## src/rtl/maxpool_ctrl_pkg.sv

```systemverilog
`default_nettype none
// cnn_pkg -- shared geometry, data width and state encoding for the max-pool sequencer.
// Rev 1.0
package cnn_pkg;

  localparam int IMG_W = 64;
  localparam int DW    = 20;
  localparam int OUT_W = IMG_W / 2;
  localparam int AW0   = $clog2(IMG_W * IMG_W);
  localparam int AW1   = $clog2(OUT_W * OUT_W);
  localparam int OW_LG = $clog2(OUT_W);

  typedef enum logic [2:0] {
    ST_IDLE = 3'd0,
    ST_RD   = 3'd1,
    ST_LAT  = 3'd2,
    ST_WR   = 3'd3,
    ST_FIN  = 3'd4
  } state_e;

  // Read order inside a window: top-left, top-right, bottom-left, bottom-right.
  localparam logic [AW0-1:0] WIN_OFF [4] = '{
    AW0'(0), AW0'(1), AW0'(IMG_W), AW0'(IMG_W + 1)
  };

endpackage
`default_nettype wire

```

## src/rtl/maxpool_ctrl_if.sv

```systemverilog
`default_nettype none
// maxpool_ctrl_if -- start/status handshake plus layer-0 read and layer-1 write ports.
// Rev 1.0
interface maxpool_ctrl_if;

  logic                     start;
  logic                     busy;
  logic                     done;
  logic                     l0_rd;
  logic [cnn_pkg::AW0-1:0]  l0_addr;
  logic [cnn_pkg::DW-1:0]   l0_rdata;
  logic                     l1_wr;
  logic [cnn_pkg::AW1-1:0]  l1_addr;
  logic [cnn_pkg::DW-1:0]   l1_wdata;

  modport master (
    input  start, l0_rdata,
    output busy, done, l0_rd, l0_addr, l1_wr, l1_addr, l1_wdata
  );

  modport slave (
    output start, l0_rdata,
    input  busy, done, l0_rd, l0_addr, l1_wr, l1_addr, l1_wdata
  );

endinterface
`default_nettype wire

```

## src/rtl/maxpool_ctrl_pool_window.sv

```systemverilog
`default_nettype none
// pool_window -- four-entry 2x2 window register with one-hot load and signed 4-way max.
// Rev 1.0
module pool_window
  import cnn_pkg::*;
(
  input  wire             clk,
  input  wire             rst,
  input  wire [DW-1:0]    din_i,
  input  wire [3:0]       en_i,
  output logic [DW-1:0]   max_o
);

  logic signed [DW-1:0] win_q  [4];
  logic signed [DW-1:0] win_nx [4];
  logic signed [DW-1:0] m01;
  logic signed [DW-1:0] m23;

  always_ff @(posedge clk or posedge rst) begin
    if (rst) begin
      for (int i = 0; i < 4; i++) win_q[i] <= '0;
    end else begin
      for (int i = 0; i < 4; i++) begin
        if (en_i[i]) win_q[i] <= din_i;
      end
    end
  end

  // The tree sees the window as it will stand after this edge, so the last
  // entry's data reaches the registered write data on the same edge it loads.
  always_comb begin
    for (int i = 0; i < 4; i++) win_nx[i] = en_i[i] ? din_i : win_q[i];
  end

  assign m01   = (win_nx[0] > win_nx[1]) ? win_nx[0] : win_nx[1];
  assign m23   = (win_nx[2] > win_nx[3]) ? win_nx[2] : win_nx[3];
  assign max_o = (m01 > m23) ? m01 : m23;

endmodule
`default_nettype wire

```

## src/rtl/maxpool_ctrl.sv

```systemverilog
`default_nettype none
// maxpool_ctrl -- 2x2 max-pool sequencer from layer-0 buffer into layer-1 buffer. Rev 1.0
// Build option MAXPOOL_RELU_EN: clamp negative pooled values to zero before the write.
module maxpool_ctrl
  import cnn_pkg::*;
(
  input  wire              clk,
  input  wire              rst,
  maxpool_ctrl_if.master   bus
);

  localparam logic [AW1-1:0] N_LAST = AW1'(OUT_W * OUT_W - 1);

  state_e          state_q, state_d;
  logic [AW1-1:0]  n_q, n_d;
  logic [1:0]      k_q, k_d;
  logic [3:0]      en_q, en_d;
  logic            busy_q, busy_d;
  logic            done_q, done_d;
  logic            l0_rd_q, l0_rd_d;
  logic [AW0-1:0]  l0_addr_q, l0_addr_d;
  logic            l1_wr_q, l1_wr_d;
  logic [AW1-1:0]  l1_addr_q, l1_addr_d;
  logic [DW-1:0]   l1_wdata_q, l1_wdata_d;
  logic [AW0-1:0]  base;
  logic [DW-1:0]   win_max;
  logic [DW-1:0]   pix;

  pool_window u_win (
    .clk   (clk),
    .rst   (rst),
    .din_i (bus.l0_rdata),
    .en_i  (en_q),
    .max_o (win_max)
  );

`ifdef MAXPOOL_RELU_EN
  assign pix = win_max[DW-1] ? '0 : win_max;
`else
  assign pix = win_max;
`endif

  // Top-left pixel of window n: row bits shifted up one image row pair, col doubled.
  assign base = {n_d[AW1-1:OW_LG], 1'b0, n_d[OW_LG-1:0], 1'b0};

  always_ff @(posedge clk or posedge rst) begin
    if (rst) begin
      state_q    <= ST_IDLE;
      n_q        <= '0;
      k_q        <= '0;
      en_q       <= '0;
      busy_q     <= 1'b0;
      done_q     <= 1'b0;
      l0_rd_q    <= 1'b0;
      l0_addr_q  <= '0;
      l1_wr_q    <= 1'b0;
      l1_addr_q  <= '0;
      l1_wdata_q <= '0;
    end else begin
      state_q    <= state_d;
      n_q        <= n_d;
      k_q        <= k_d;
      en_q       <= en_d;
      busy_q     <= busy_d;
      done_q     <= done_d;
      l0_rd_q    <= l0_rd_d;
      l0_addr_q  <= l0_addr_d;
      l1_wr_q    <= l1_wr_d;
      l1_addr_q  <= l1_addr_d;
      l1_wdata_q <= l1_wdata_d;
    end
  end

  always_comb begin
    state_d = state_q;
    n_d     = n_q;
    k_d     = k_q;
    case (state_q)
      ST_IDLE: begin
        if (bus.start) begin
          state_d = ST_RD;
          n_d     = '0;
          k_d     = '0;
        end
      end
      ST_RD: begin
        k_d = k_q + 2'd1;
        if (k_q == 2'd3) state_d = ST_LAT;
      end
      ST_LAT: state_d = ST_WR;
      ST_WR: begin
        if (n_q == N_LAST) begin
          state_d = ST_FIN;
        end else begin
          n_d     = n_q + 1'b1;
          state_d = ST_RD;
        end
      end
      ST_FIN:  state_d = ST_IDLE;
      default: state_d = ST_IDLE;
    endcase
  end

  // Outputs are decoded from the next state so each registered strobe lines up with its state.
  always_comb begin
    busy_d     = (state_d == ST_RD) || (state_d == ST_LAT) || (state_d == ST_WR);
    done_d     = (state_d == ST_FIN);
    l0_rd_d    = (state_d == ST_RD);
    l0_addr_d  = l0_rd_d ? (base + WIN_OFF[k_d]) : '0;
    l1_wr_d    = (state_d == ST_WR);
    l1_addr_d  = l1_wr_d ? n_d : l1_addr_q;
    l1_wdata_d = l1_wr_d ? pix : l1_wdata_q;
    en_d       = (state_q == ST_RD) ? (4'b0001 << k_q) : 4'b0000;
  end

  assign bus.busy     = busy_q;
  assign bus.done     = done_q;
  assign bus.l0_rd    = l0_rd_q;
  assign bus.l0_addr  = l0_addr_q;
  assign bus.l1_wr    = l1_wr_q;
  assign bus.l1_addr  = l1_addr_q;
  assign bus.l1_wdata = l1_wdata_q;

endmodule
`default_nettype wire

```

## src/flat_wrapper.sv

```systemverilog
// flat-port wrapper written by rule: the top's interface ports become plain ports
module maxpool_ctrl_flat import cnn_pkg::*;
  (clk, rst, bus_start, bus_l0_rdata, bus_busy, bus_done, bus_l0_rd, bus_l0_addr, bus_l1_wr, bus_l1_addr, bus_l1_wdata);
  maxpool_ctrl_if bus_i ();
  input  wire clk;
  input  wire rst;
  input wire logic [$bits(bus_i.start)-1:0] bus_start;
  input wire logic [$bits(bus_i.l0_rdata)-1:0] bus_l0_rdata;
  output wire logic [$bits(bus_i.busy)-1:0] bus_busy;
  output wire logic [$bits(bus_i.done)-1:0] bus_done;
  output wire logic [$bits(bus_i.l0_rd)-1:0] bus_l0_rd;
  output wire logic [$bits(bus_i.l0_addr)-1:0] bus_l0_addr;
  output wire logic [$bits(bus_i.l1_wr)-1:0] bus_l1_wr;
  output wire logic [$bits(bus_i.l1_addr)-1:0] bus_l1_addr;
  output wire logic [$bits(bus_i.l1_wdata)-1:0] bus_l1_wdata;
  assign bus_i.start = bus_start;
  assign bus_i.l0_rdata = bus_l0_rdata;
  assign bus_busy = bus_i.busy;
  assign bus_done = bus_i.done;
  assign bus_l0_rd = bus_i.l0_rd;
  assign bus_l0_addr = bus_i.l0_addr;
  assign bus_l1_wr = bus_i.l1_wr;
  assign bus_l1_addr = bus_i.l1_addr;
  assign bus_l1_wdata = bus_i.l1_wdata;
  maxpool_ctrl u_core (.clk(clk), .rst(rst), .bus(bus_i));
endmodule
```

## config.mk

```make
export PLATFORM = sky130hd
export DESIGN_NAME = maxpool_ctrl_flat
export DESIGN_NICKNAME = d
export VERILOG_FILES = /design/src/rtl/maxpool_ctrl_pkg.sv /design/src/rtl/maxpool_ctrl_if.sv /design/src/rtl/maxpool_ctrl_pool_window.sv /design/src/rtl/maxpool_ctrl.sv /design/src/flat_wrapper.sv
export SDC_FILE = /design/constraint.sdc
export NUM_CORES = 1
export LEC_CHECK = 0
export CAP_MARGIN = 40
export CORE_UTILIZATION = 45
export DETAILED_ROUTE_END_ITERATION = 16
export HOLD_SLACK_MARGIN = 0.15
export SYNTH_ARGS = -nofsm -noshare
export SYNTH_HDL_FRONTEND = slang
export SYNTH_HIERARCHICAL = 1
export SYNTH_SLANG_ARGS = --single-unit
```

## constraint.sdc

```tcl
create_clock -name clk -period 8.1 [get_ports clk]
set_input_delay 1.62 -clock clk [delete_from_list [all_inputs] [get_ports clk]]
set_output_delay 1.62 -clock clk [all_outputs]
set_load 0.005 [all_outputs]
```

==> run_results.csv, run 1 <==
group,metric,value,unit
status,status,"finished clean",
routing,vias_per_cell,6.03,
setup_path,worst-endpoint-required,8.41,ns
logic_synthesis,synthCells,1095,
sta,min_period,7.13,ns
floorplan,die_y,154,um
clocking,cts_resized,0,
clocking,root_buffer,"clkbuf_16",
sta,hold_viol,0,
logic_synthesis,ys.flop_type,"dfrtp_1",
floorplan,ioPinCount,69,
place,dp_hpwl,20900,um
sta,rsz0062_at_grt,"no",
clocking,path_clk_slew,0.07,ns
logic_synthesis,synth.avg_cell_area,9.48,um^2
logic_synthesis,synth.largest_area_cell,"dfrtp_1",
setup_path,r2r_start,"u_core/en_q[1]",
clocking,numCtsBuffers,17,
global_route,grt_pass1_wl,48300,um
setup_path,cp.arrival,7.44,ns
sta,drv_slew,0,
sta,tightest_slew,0.914,ns
setup_path,cp-start-kind,"input pin",
setup_path,crit_end,"u_core/bus.l1_wdata[15]",
setup_path,cp_max_fo,20,
sta,fin_tns_setup,0,ns
final_layout,area_growth_syn_to_layout,14.8,%
final_layout,diodes,0,
clocking,cts-hold-fix-buffers,0,
floorplan,die_w,154,um
logic_synthesis,synth-warning-count,6,
setup_path,crit_type,"input pin to register",
logic_synthesis,ys_async_sr_fraction,1.00,
routing,drt.antenna.violating_nets,0,
logic_synthesis,synth-edff-count,0,
hold_path,hold_path.class,"register to register",
logic_synthesis,yosys.cell_types.count,66,
global_route,grtUsageTotal,0.263,
global_route,antenna_found_initial,0,
setup_path,worstReg2RegEnd,"u_core/bus.l1_wdata[15]",
clocking,ctsHtreeMaxLevel,4,
place,gp_congestion,0.829,
logic_synthesis,synth_top_area_frac,0.350,
hold_path,hold_start,"u_core/bus.l1_addr[8]",
setup_path,rr_worst_depth,21,
final_layout,drive_above_1_share,0.143,
sta,setup-violations-final,0,
sta,layout_setup_ws,0.972,ns
sta,fin_crit_sh,0.880,
clocking,cts_sinks,145,
floorplan,core_area,0.0226,mm^2
setup_path,r2r_slack,1.64,ns
final_layout,fill_cells,2042,
routing,routed-via-count,8617,
clocking,cts_tree,"done",
clocking,clkLatencyLatePin,0.43,ns
logic_synthesis,syn-cell-area,0.0104,mm^2
setup_path,endpoint_kind,"register",
logic_synthesis,synth.area.top_cells,"dfrtp_1 (35%), mux2i_1 (8.1%), ha_1 (7.8%)",
global_route,grt_max_degree,60,
sta,relSlewSlack,0.391,
setup_path,crit_start,"bus_l0_rdata[16]",
routing,drt_iter0_drc,607,
logic_synthesis,syn_nets,1183,
global_route,grt_pass1_vias,8445,
routing,drt_first_pass_iters,5,
logic_synthesis,ys_ff_latch,145,
place,pre_cts_ws,0.561,ns
floorplan,die_area,0.0237,mm^2
sta,skew,0.0128,ns
routing,wirelength,30100,um
sta,fmax,140,MHz
clocking,clock_path_buffers,2,
clocking,cts_setup_buffers,0,
global_route,grt_overflow_total,0,
logic_synthesis,synth_seq_area_share,0.350,
routing,wl_per_cell,21.1,um
final_layout,fin_nets,1218,
flow_run,drv_cap,0,
floorplan,initial_utilization,0.459,
place,portBuffers,68,
routing,drc_errors,0,
floorplan,rows,55,
-- per-layer routing --
layer,part of all wire,vias to the layer above,GRT usage
met5,0,-,0
met4,0.036,0,0.111
met3,0.066,50,0.0595
met2,0.45,302,0.409
met1,0.44,4163,0.352
li1,-,4102,-
-- Yosys cell counts (all sizes together) (3+ instances only) --
cell     number
mux2i        84
nor2         58
nand3         5
o221ai        3
nor3         11
o32ai        17
and4          6
o311a        17
nor4         28
nor2b         9
mux2         44
nand3b        3
nand2b       44
buf          41
and3         28
ha           65
a311oi        4
dfrtp       145
o21a          7
o211ai       22
o21ai        14
o22a         22
a31oi         6
a21o          3
a41oi         5
or2           4
a2111oi       3
a21oi        40
a22oi        18
clkbuf       49
nand4        31
a211oi       38
a32oi        21
nand2        84
and2          3
inv          98
-- cell type report --
type	instances	area, um^2	area share
Multi-Input combinational cell	762	5940	0.498
Clock buffer	17	425	0.0357
Timing Repair Buffer	106	1040	0.0870
Clock inverter	15	168	0.0141
Tap cell	285	357	0.0299
Sequential cell	145	3630	0.304
Inverter	98	369	0.0310
-- cell usage in the layout, fill, tap and decap left out, types with 6 or more instances in the layout --
master           count
o311a_1             17
o21a_1               6
dfrtp_1            145
and3_1              28
o211ai_1            22
clkdlybuf4s50_1     68
a22oi_1             17
ha_1                65
nand2b_1            43
mux2i_1             84
a32oi_1             21
nand2_1             84
nor3_1               9
a211oi_2            21
buf_4               32
mux2_2              43
a21oi_1             39
o21ai_0             10
a211oi_1            17
nand4_1             30
nor4_1              27
o32ai_1             17
nor2_1              56
inv_1               96
o22a_1              21
nor2b_1              9
clkbuf_16           17
-- critical path, stage by stage --
cell and delay (ns):
clkdlybuf4s50_1 0.59, mux2i_1 0.34, inv_1 0.10, ha_1 0.33, nand4_4 0.13, or4_1 0.76, buf_4 0.28, a21o_1 0.44
a32oi_1 0.36, a211oi_2 0.05, nand2_1 0.13, ha_1 0.20, nand4_1 0.14, nor4_1 0.56, o211ai_1 0.18, nand4_1 0.14
mux2_2 0.59, mux2i_1 0.20, mux2_2 0.29
-- registers in the layout, summed over array words and instances, names as in the netlist --
| signal | flops |
|---|---|
| u_core/u_win/win_q | 80 |
| u_core/bus.l1_wdata | 20 |
| u_core/bus.l0_addr | 12 |
| u_core/bus.l1_addr | 10 |
| u_core/n_q | 10 |
| u_core/en_q | 4 |
| u_core/state_q | 3 |
| u_core/k_q | 2 |
| u_core/bus.busy | 1 |
| u_core/bus.done | 1 |
| u_core/bus.l0_rd | 1 |
| u_core/bus.l1_wr | 1 |
-- worst min path at each step --
| stage | cells past startpoint | end |
|---|---|---|
| detailed placement | 1 | u_core/bus.l1_addr[8] |
| finish | 1 | u_core/bus.l1_addr[8] |
| global route | 1 | u_core/bus.l1_wdata[12] |
| CTS | 1 | u_core/bus.l1_wdata[12] |
| global placement | 1 | u_core/bus.l1_addr[7] |
| floorplan | 2 | u_core/u_win/win_q[61] |
-- cells by family (layout without fill, tap and decap cells) --
| kind of cell | Yosys count | after routing | synth area share |
|---|---|---|---|
| compound gates | 248 | 248 | 0.196 |
| mux | 128 | 128 | 0.129 |
| simple gates | 321 | 321 | 0.166 |
| flops | 145 | 145 | 0.350 |
| buf+inv | 188 | 236 | 0.0808 |
| fa+ha+maj | 65 | 65 | 0.0783 |
-- metrics by stage --
| step | instances | hold slack [ns] | instance area [um^2] | util |
|---|---|---|---|---|
| 6_report | 1428 | 0.513 | 11900 | 0.526 |
| 5_1_grt | 1428 | 0.530 | 11900 | 0.526 |
| 4_1_cts | 1428 | 0.516 | 11900 | 0.526 |
| 3_5_place_dp | 1396 | 0.495 | 11300 | 0.500 |
| 3_3_place_gp | 1390 | 0.490 | 11200 | 0.495 |
| 2_1_floorplan | 1095 | 0.488 | 10400 | - |
Power of run 1 is left out: the tool's default activity adds up to more than one toggle a clock period on the data nets, which glitch-free logic cannot reach.
==> run 2, diff against run 1 <==
CORE_UTILIZATION = 55   (was 45)
CTS_BUF_LIST = sky130_fd_sc_hd__clkbuf_4 sky130_fd_sc_hd__clkbuf_8 sky130_fd_sc_hd__clkbuf_16   (was unset)
PLACE_DENSITY = 0.75   (was unset)
clock period = 8.4 ns   (was 8.1 ns; I/O delays follow)
==> run 2 against run 1 <==
Against the previous run: register-to-register slack hardly changed; highest routed layer unchanged; critical path depth is 2 lower; clock skew is 0.0046 ns lower; non-clock buffer count is 10 lower; critical endpoint unchanged; clock-buffer cell count stayed put.
==> run_results.csv, run 2 (synthesis results as in run 1) <==
group,metric,value,unit
final_layout,diodes,0,
floorplan,initial_utilization,0.570,
routing,routed-via-count,8905,
clocking,ctsHtreeMaxLevel,4,
clocking,cts_tree,"done",
clocking,root_buffer,"clkbuf_16",
setup_path,rr_worst_depth,19,
setup_path,crit_path_top_delay_cell,"or4_1",
sta,drv_slew,0,
place,portBuffers,68,
sta,relSlewSlack,0.361,
final_layout,largest-register,"u_core/u_win/win_q",
sta,setup-violations-final,0,
place,dp_hpwl,19700,um
status,status,"finished clean",
final_layout,fill_cells,1455,
setup_path,crit_type,"input pin to register",
clocking,numCtsBuffers,17,
global_route,grt_overflow_total,0,
final_layout,final_common_cell,"dfrtp_1",
routing,drc_errors,0,
sta,fin_tns_setup,0,ns
global_route,grt_max_degree,60,
setup_path,cp_max_fo,27,
floorplan,core_area,0.0182,mm^2
place,gp_congestion,0.902,
sta,skew,0.00820,ns
setup_path,crit_start,"bus_l0_rdata[19]",
setup_path,r2r_slack,1.64,ns
hold_path,whs_endpoint,"u_core/bus.l1_addr[9]",
global_route,antenna_found_initial,0,
setup_path,r2r_start,"u_core/en_q[0]",
floorplan,die_w,139,um
final_layout,final_area,0.0118,mm^2
sta,tightest_slew,0.958,ns
hold_path,whs_path_depth,1,
clocking,clock_path_buffers,2,
routing,drt.antenna.violating_nets,0,
setup_path,max_stage_delay,1.01,ns
setup_path,endpoint_kind,"register",
setup_path,cp-start-kind,"input pin",
sta,min_period,7.83,ns
routing,wl_per_cell,21.3,um
routing,wirelength,29000,um
sta,fin_crit_sh,0.933,
final_layout,fin_nets,1208,
floorplan,rows,49,
floorplan,die_area,0.0194,mm^2
sta,hold_viol,0,
flow_run,drv_cap,0,
setup_path,worstReg2RegEnd,"u_core/bus.l1_wdata[15]",
sta,hold-worst-slack,0.511,ns
clocking,path_clk_slew,0.06,ns
routing,drt_first_pass_iters,6,
clocking,cts_sinks,145,
floorplan,ioPinCount,69,
global_route,grtUsageTotal,0.303,
sta,layout_setup_ws,0.567,ns
setup_path,cp.arrival,8.15,ns
floorplan,die_y,139,um
setup_path,worst-endpoint-required,8.72,ns
sta,rsz0062_at_grt,"no",
clocking,cts_setup_buffers,0,
global_route,grt_pass1_wl,46200,um
final_layout,drive_above_1_share,0.136,
hold_path,hold_start,"u_core/bus.l1_addr[9]",
place,pre_cts_ws,0.304,ns
hold_path,hold_path.class,"register to register",
routing,vias_per_cell,6.54,
clocking,clkLatencyLatePin,0.43,ns
final_layout,largest_reg_flops,80,
sta,fmax,128,MHz
routing,drt_iter0_drc,853,
global_route,grt_pass1_vias,8690,
clocking,cts-hold-fix-buffers,0,
setup_path,crit_chain,"clkdlybuf4s50_1 > mux2i_1 > inv_1 > ha_1 > nand4_4 > or4_1 > or2_1 > o22a_1 > nand2_1 > ha_1 > nand4_1 > nor4_1 > o211ai_1 > nand4_1 > mux2_2 > mux2i_1 > mux2_2",
clocking,cts_resized,0,
final_layout,final_cell_mix,"dfrtp_1 (144), inv_1 (96), nand2_1 (84), mux2i_1 (84), clkdlybuf4s50_1 (68)",
final_layout,area_growth_syn_to_layout,13.7,%
place,place_area,0.0112,mm^2
[run 2: changes by cell type in the layout (fill, tap and decap cells not counted), moves of 2 or more]
cell	delta
clkinvlp_4	+2
inv_8	-4
bufinv_16	+3
buf_4	-9
[run 2: worst max-delay path, delay by kind of cell]
kind / cells / cell delay, ns
adders and majority gates: 2 / 0.92
buffers and inverters: 2 / 0.62
muxes: 4 / 1.42
AOI/OAI and AO/OA: 2 / 0.56
and+or+nand+nor: 7 / 2.91
[run 2: worst max path at each step]
stage / to / slack (ns) / cells past startpoint
2_1_floorplan: u_core/bus.l1_wdata[19] / 2.47 / 20
3_3_place_gp: u_core/bus.l1_wdata[15] / 0.53 / 17
3_5_place_dp: u_core/bus.l1_wdata[15] / 0.30 / 17
4_1_cts: u_core/bus.l1_wdata[15] / 0.72 / 17
5_1_grt: u_core/bus.l1_wdata[8] / 0.30 / 19
6_report: u_core/bus.l1_wdata[15] / 0.57 / 17
[run 2: cell type report]
| type | count | area (um^2) | share of cell area |
|---|---|---|---|
| clock inverter | 15 | 208 | 0.0176 |
| tap | 229 | 287 | 0.0243 |
| multi-input combinational | 762 | 5940 | 0.503 |
| sequential | 145 | 3630 | 0.308 |
| timing repair buffer | 96 | 950 | 0.0805 |
| inverter | 98 | 369 | 0.0313 |
| clock buffer | 17 | 425 | 0.0360 |
[run 2: per-layer routing]
layer  part of all wire  up-vias  track usage  routed length (um)
li1                   -     4087            -                   -
met1               0.42     4284        0.388               12100
met2               0.44      457        0.464               12900
met3              0.084       77       0.0695                2430
met4              0.054        0        0.186                1570
met5                  0        -            0                   0
[run 2: stage by stage]
stage          instances  utilization
6_report            1362        0.648
5_1_grt             1362        0.648
3_3_place_gp        1325        0.608
2_1_floorplan       1095            -
4_1_cts             1361        0.647
3_5_place_dp        1329        0.613
Power of run 2 is left out for the same reason.
